--- src/rtl/pipe_pkg.sv ---
// Shared pipeline types and widths for the memory / writeback stages.
package pipe_pkg;
    typedef enum logic [1:0] {
        MEM_IDLE,
        MEM_WAIT,
        MEM_ERR_DRAIN
    } mem_state_t;

    localparam int REG_ADDR_W = 4;
    localparam int DATA_W     = 32;
endpackage

--- src/rtl/mem_access_fsm.sv ---
// Data-memory handshake controller: tracks wait states, raises the stall,
// and abandons an access after TIMEOUT consecutive not-ready cycles.
module mem_access_fsm
    import pipe_pkg::*;
#(
    parameter int TIMEOUT = 16
) (
    input  logic clk,
    input  logic rst_n,
    input  logic memop_i,
    input  logic ready_i,
    output logic req_o,
    output logic stall_o,
    output logic drain_o,
    output logic timeout_o
);
    localparam int CNT_W = $clog2(TIMEOUT + 1);

    mem_state_t       state_q, state_d;
    logic [CNT_W-1:0] cnt_q, cnt_d;
    logic             busy;

    // Request is gated by reset so it drops the instant reset asserts.
    assign busy      = memop_i & rst_n & (state_q != MEM_ERR_DRAIN);
    assign req_o     = busy;
    assign stall_o   = busy & ~ready_i;
    assign drain_o   = (state_q == MEM_ERR_DRAIN);

    // cnt_q counts not-ready cycles already spent on this access, so the
    // current cycle is wait number cnt_q+1; reaching TIMEOUT abandons it.
    always_comb begin
        state_d   = state_q;
        cnt_d     = cnt_q;
        timeout_o = 1'b0;
        case (state_q)
            MEM_IDLE, MEM_WAIT: begin
                if (!memop_i || ready_i) begin
                    state_d = MEM_IDLE;
                    cnt_d   = '0;
                end else if (cnt_q == CNT_W'(TIMEOUT - 1)) begin
                    state_d   = MEM_ERR_DRAIN;
                    cnt_d     = CNT_W'(TIMEOUT);
                    timeout_o = 1'b1;
                end else begin
                    state_d = MEM_WAIT;
                    cnt_d   = cnt_q + 1'b1;
                end
            end
            MEM_ERR_DRAIN: begin
                state_d = MEM_IDLE;
                cnt_d   = '0;
            end
            default: begin
                state_d = MEM_IDLE;
                cnt_d   = '0;
            end
        endcase
    end

    // State and wait-counter registers.
    always_ff @(posedge clk or negedge rst_n) begin
        if (!rst_n) begin
            state_q <= MEM_IDLE;
            cnt_q   <= '0;
        end else begin
            state_q <= state_d;
            cnt_q   <= cnt_d;
        end
    end
endmodule

--- src/rtl/mem_wb_stage.sv ---
// M stage + M->W pipeline register: holds the ALU result, drives the data
// memory port, and produces the writeback / PC-select signals.
module mem_wb_stage
    import pipe_pkg::*;
#(
    parameter int TIMEOUT = 16
) (
    input  logic                  clk,
    input  logic                  reset,
    input  logic                  PCSrcM,
    input  logic                  RegWriteM,
    input  logic                  MemtoRegM,
    input  logic                  MemWriteM,
    input  logic [DATA_W-1:0]     ALUResultE,
    input  logic [DATA_W-1:0]     WriteDataM,
    input  logic [REG_ADDR_W-1:0] WriteAddrM,
    input  logic                  dmem_ready,
    input  logic [DATA_W-1:0]     dmem_rdata,
    output logic                  dmem_req,
    output logic                  dmem_we,
    output logic [DATA_W-1:0]     dmem_addr,
    output logic [DATA_W-1:0]     dmem_wdata,
    output logic                  stallM,
    output logic [DATA_W-1:0]     ALUResultM,
    output logic                  RegWriteW,
    output logic                  PCSrcW,
    output logic [REG_ADDR_W-1:0] WriteAddrW,
    output logic [DATA_W-1:0]     ResultW,
    output logic                  mem_err
);
    logic              memop, illegal, drain, timeout;
    logic [DATA_W-1:0] alu_q, res_q;
    logic [REG_ADDR_W-1:0] waddr_q;
    logic              regw_q, pcsrc_q, err_q;

    assign memop   = MemtoRegM | MemWriteM;
    assign illegal = MemtoRegM & MemWriteM;

    mem_access_fsm #(.TIMEOUT(TIMEOUT)) u_fsm (
        .clk       (clk),
        .rst_n     (reset),
        .memop_i   (memop),
        .ready_i   (dmem_ready),
        .req_o     (dmem_req),
        .stall_o   (stallM),
        .drain_o   (drain),
        .timeout_o (timeout)
    );

    // Port side is combinational from M; forced to 0 while in reset.
    assign dmem_we    = MemWriteM & reset;
    assign dmem_addr  = reset ? alu_q : '0;
    assign dmem_wdata = reset ? WriteDataM : '0;

    assign ALUResultM = alu_q;
    assign RegWriteW  = regw_q;
    assign PCSrcW     = pcsrc_q;
    assign WriteAddrW = waddr_q;
    assign ResultW    = res_q;
    assign mem_err    = err_q;

    // M-stage ALU result advances whenever the stage is not stalled.
    always_ff @(posedge clk or negedge reset) begin
        if (!reset)       alu_q <= '0;
        else if (!stallM) alu_q <= ALUResultE;
    end

    // M->W register: stalled or abandoned ops retire as bubbles, data holds.
    always_ff @(posedge clk or negedge reset) begin
        if (!reset) begin
            regw_q  <= 1'b0;
            pcsrc_q <= 1'b0;
            waddr_q <= '0;
            res_q   <= '0;
        end else if (stallM || drain) begin
            regw_q  <= 1'b0;
            pcsrc_q <= 1'b0;
        end else begin
            regw_q  <= RegWriteM & ~illegal;
            pcsrc_q <= PCSrcM;
            waddr_q <= WriteAddrM;
            res_q   <= MemtoRegM ? dmem_rdata : alu_q;
        end
    end

    // Sticky error: access timeout or simultaneous load+store.
    always_ff @(posedge clk or negedge reset) begin
        if (!reset)                  err_q <= 1'b0;
        else if (timeout || illegal) err_q <= 1'b1;
    end
endmodule

--- config.mk ---
export PLATFORM = sky130hd
export DESIGN_NAME = mem_wb_stage
export DESIGN_NICKNAME = d
export VERILOG_FILES = /design/src/rtl/pipe_pkg.sv /design/src/rtl/mem_access_fsm.sv /design/src/rtl/mem_wb_stage.sv
export SDC_FILE = /design/constraint.sdc
export NUM_CORES = 1
export LEC_CHECK = 0
export ABC_AREA = 1
export BUFFER_PORTS_ARGS = -buffer_cell sky130_fd_sc_hd__buf_2
export CORE_ASPECT_RATIO = 0.7
export CORE_MARGIN = 2
export CORE_UTILIZATION = 23
export CTS_CLUSTER_SIZE = 24
export DETAILED_ROUTE_END_ITERATION = 10
export MAX_ROUTING_LAYER = met4
export PLACE_DENSITY = 0.46
export SKIP_CTS_REPAIR_TIMING = 1
export SLEW_MARGIN = 0
export SYNTH_ARGS = -nofsm -noshare
export SYNTH_HDL_FRONTEND = slang
export SYNTH_SLANG_ARGS = --single-unit
--- constraint.sdc ---
create_clock -name clk -period 2.64 [get_ports clk]
set_input_delay 0 -clock clk [delete_from_list [all_inputs] [get_ports clk]]
set_output_delay 0 -clock clk [all_outputs]
set_load 0.02 [all_outputs]
==> impl_metrics.yaml <==
outcome:
  status: "finished, violations left"
  violations: "negative hold slack"
final_layout:
  diodes: 0
  finalNonFillerCells: 1052
  design_area_um2: 6057
  final_util_pct: 35.39
  area_growth_pct: 51.38
  layout-drive-gt1-share_pct: 33.50
  final_net_count: 926
yosys:
  avgSynthCellArea_um2: 7.315
  yosys_warnings: 0
  synth_top_family_by_area: "simple AND/OR/NAND/NOR gates"
  synthTopCellsByArea: "dfrtp_1 49%, nand2_1 19%, inv_1 10%, o21ai_0 5.1%, nand3_1 4.9%"
  ys.flop_type: "dfrtp_1"
  synth_seq_area_share_pct: 48.78
  ys_top_cells_by_count: "205 x nand2_1, 110 x inv_1, 78 x dfrtp_1"
  ys_async_sr_fraction_pct: 100.0
  netlist_instances: 547
  synth_cell_types: 21
  ys_ff_latch: 78
  yosys.area.top_type: "dfrtp_1"
  synth_top_area_share_pct: 48.78
  synth-simple-area-share_pct: 25.95
  synth-compound-area-share_pct: 8.599
  synth_mux_area_share_pct: 0
  synth_xor_area_share_pct: 0.2189
  syn_area_um2: 4001
  synth_most_common_cell: "nand2_1"
  syn_nets: 656
  yosys.area_share.adder_pct: 0.6254
  synth_edf_count: 0
timing:
  worst_pin_slew_ns: 0.7333
  max-slew-margin-rel_pct: 51.12
  fmax_mhz: 564.1
  grt_setup_unrepaired: "false"
  slew_viol_final: 0
  hold_viol: 5
  whs_ns: -0.005801
  skew_ns: 0.003960
  final.setup.tns_ns: 0
  final.setup.worst_slack_ns: 0.8674
  fin_crit_sh_pct: 67.14
  min_period_ns: 1.773
  finalSetupViolations: 0
placement:
  dp_hpwl_um: 8654
  io_buffers: 244
  pre_cts_slack_ns: 0.9211
  gp_congestion: 0.7431
  post-place-cells: 996
  placed_cell_area_um2: 5371
grt:
  grt_max_degree: 144
  grt_use_total_pct: 14.20
  gr-total-overflow: 0
  antenna_found_initial: 0
  grt_pass1_vias: 3781
  grt_pass1_wl_um: 19900
cts:
  clk_path_buf_depth: 2
  clock_latency_ns: 0.34
  clkTransAtPathRegs_ns: 0.06
  cts_tree: "yes"
  cts_buffers: 9
  clock_sinks: 78
  root_buffer: "clkbuf_16"
  h-tree-depth: 3
min_path:
  min_path_cells: 5
  hp-class: "in -> reg"
  min_to: "ResultW[29]"
  hp-start: "dmem_rdata[29]"
pwr:
  p_switching_mw: 1.094
  ir_worst_vdd_uv: 260.8
  power_density_nw_per_um2: 558.9
  p_comb_share_pct: 24.5
  finalPower_mw: 3.385
  seq_power_share_pct: 40.5
  p_int_mw: 2.291
  p_sw_share_pct: 32.32
  leakage_nw: 3.824
  power.clock.fraction_pct: 34.9
setup_path:
  rr_worst_depth: 6
  cp_slowest_cell: "dlygate4sd3_1"
  cpPeakStageDelay_ns: 0.57
  path_class: "in -> out"
  crit_buf_inv: 5
  arrival_ns: 1.77
  timing.rr.end: "ResultW[7]"
  worstPathRequired_ns: 2.64
  r2r_setup_slack_ns: 0.96
  critPathCaptureType: "output pin"
  rr_startpoint: "u_fsm.state_q[1]"
  cp_cell_sequence: "dlygate4sd3_1, buf_4, buf_12, nand2_1, inv_1, buf_2"
  cpLargestDelayFamily: "buffers and inverters"
  worstPathMaxFanout: 143
  critPathLaunchType: "input pin"
floorplan:
  initial_core_util_pct: 23.38
  die_y_um: 114.4
  die_area_um2: 18490
  die_width_um: 161.7
  rows: 40
  ios: 245
  core_um2: 17120
detailed_routing:
  ant_nets: 0
  post_drt_wl_per_cell_um: 12.33
  vias_per_cell: 4.042
  wirelength_um: 12970
  dr.pass1.iters: 4
  first_iter_violations: 119
  drcViolationCount: 0
  vias: 4252
job:
  drv_cap: 0
state kept, by name (all words and copies together) (netlist names):
signal         flops
ALUResultM        32
ResultW           32
u_fsm.cnt_q        5
WriteAddrW         4
u_fsm.state_q      2
PCSrcW             1
RegWriteW          1
mem_err            1
layout make-up:
class | count | area [um^2]
clock buffers | 11 | 252.7
clock inverters | 4 | 22.52
fillers | 1846 | 11060
inverters | 110 | 412.9
multi-input cells | 327 | 1424
flip-flops and latches | 78 | 1952
well taps | 231 | 289.0
repair buffers | 291 | 1704
how the worst max path moves through the flow:
stage	slack [ns]	startpoint	endpoint	cells after the start
after floorplan	1.38	u_fsm.cnt_q[0]	u_fsm.cnt_q[2]	7
after global placement	0.97	u_fsm.state_q[1]	ResultW[5]	6
after detailed placement	0.92	u_fsm.state_q[1]	ResultW[7]	6
after CTS	0.91	u_fsm.state_q[1]	ResultW[2]	6
after global routing	0.78	reset	dmem_wdata[27]	6
final	0.87	reset	dmem_wdata[30]	6
power by group through the flow:
stage | registers (mW) | logic, mW | clock network [mW]
2_1_floorplan | 1.52 | 0.337 | 0
3_3_place_gp | 1.40 | 0.798 | 0
3_5_place_dp | 1.39 | 0.797 | 0
4_1_cts | 1.37 | 0.798 | 1.23
5_1_grt | 1.39 | 0.924 | 1.28
6_report | 1.37 | 0.831 | 1.18
cell families after synthesis:
group | after synthesis
AO/OA/AOI/OAI | 65
XOR/XNOR | 1
adder cells (fa/ha/maj) | 2
buffers and inverters | 142
flip-flops | 78
AND/OR/NAND/NOR | 259
per-layer routing:
metal	up-vias	global-route usage [%]	wire length, um
li1	2163	-	-
met1	1914	18.98	6197
met2	166	20.74	5643
met3	9	5.071	1067
met4	0	3.009	63
met5	-	-	0
worst reg2reg max path: cells and delay by family, from the launching register on:
kind                   cells  cell delay, ns
AOI/OAI and AO/OA          1            0.29
buffers and inverters      1            0.29
DFF                        1            0.41
and+or+nand+nor            4            0.63
placed cells by master, fill, tap and decap left out, types with 2 or more instances in the layout:
| cell | n |
|---|---|
| buf_12 | 2 |
| buf_2 | 243 |
| buf_4 | 5 |
| clkbuf_16 | 9 |
| clkbuf_8 | 2 |
| clkinv_2 | 3 |
| dfrtp_1 | 78 |
| dlygate4sd3_1 | 41 |
| ha_1 | 2 |
| inv_1 | 110 |
| nand2_1 | 204 |
| nand2_2 | 2 |
| nand3_1 | 39 |
| nor2_1 | 8 |
| nor2_2 | 2 |
| o21ai_0 | 41 |
| o21ai_1 | 18 |
| o21ai_2 | 5 |
(Power assumes the default switching activity.)
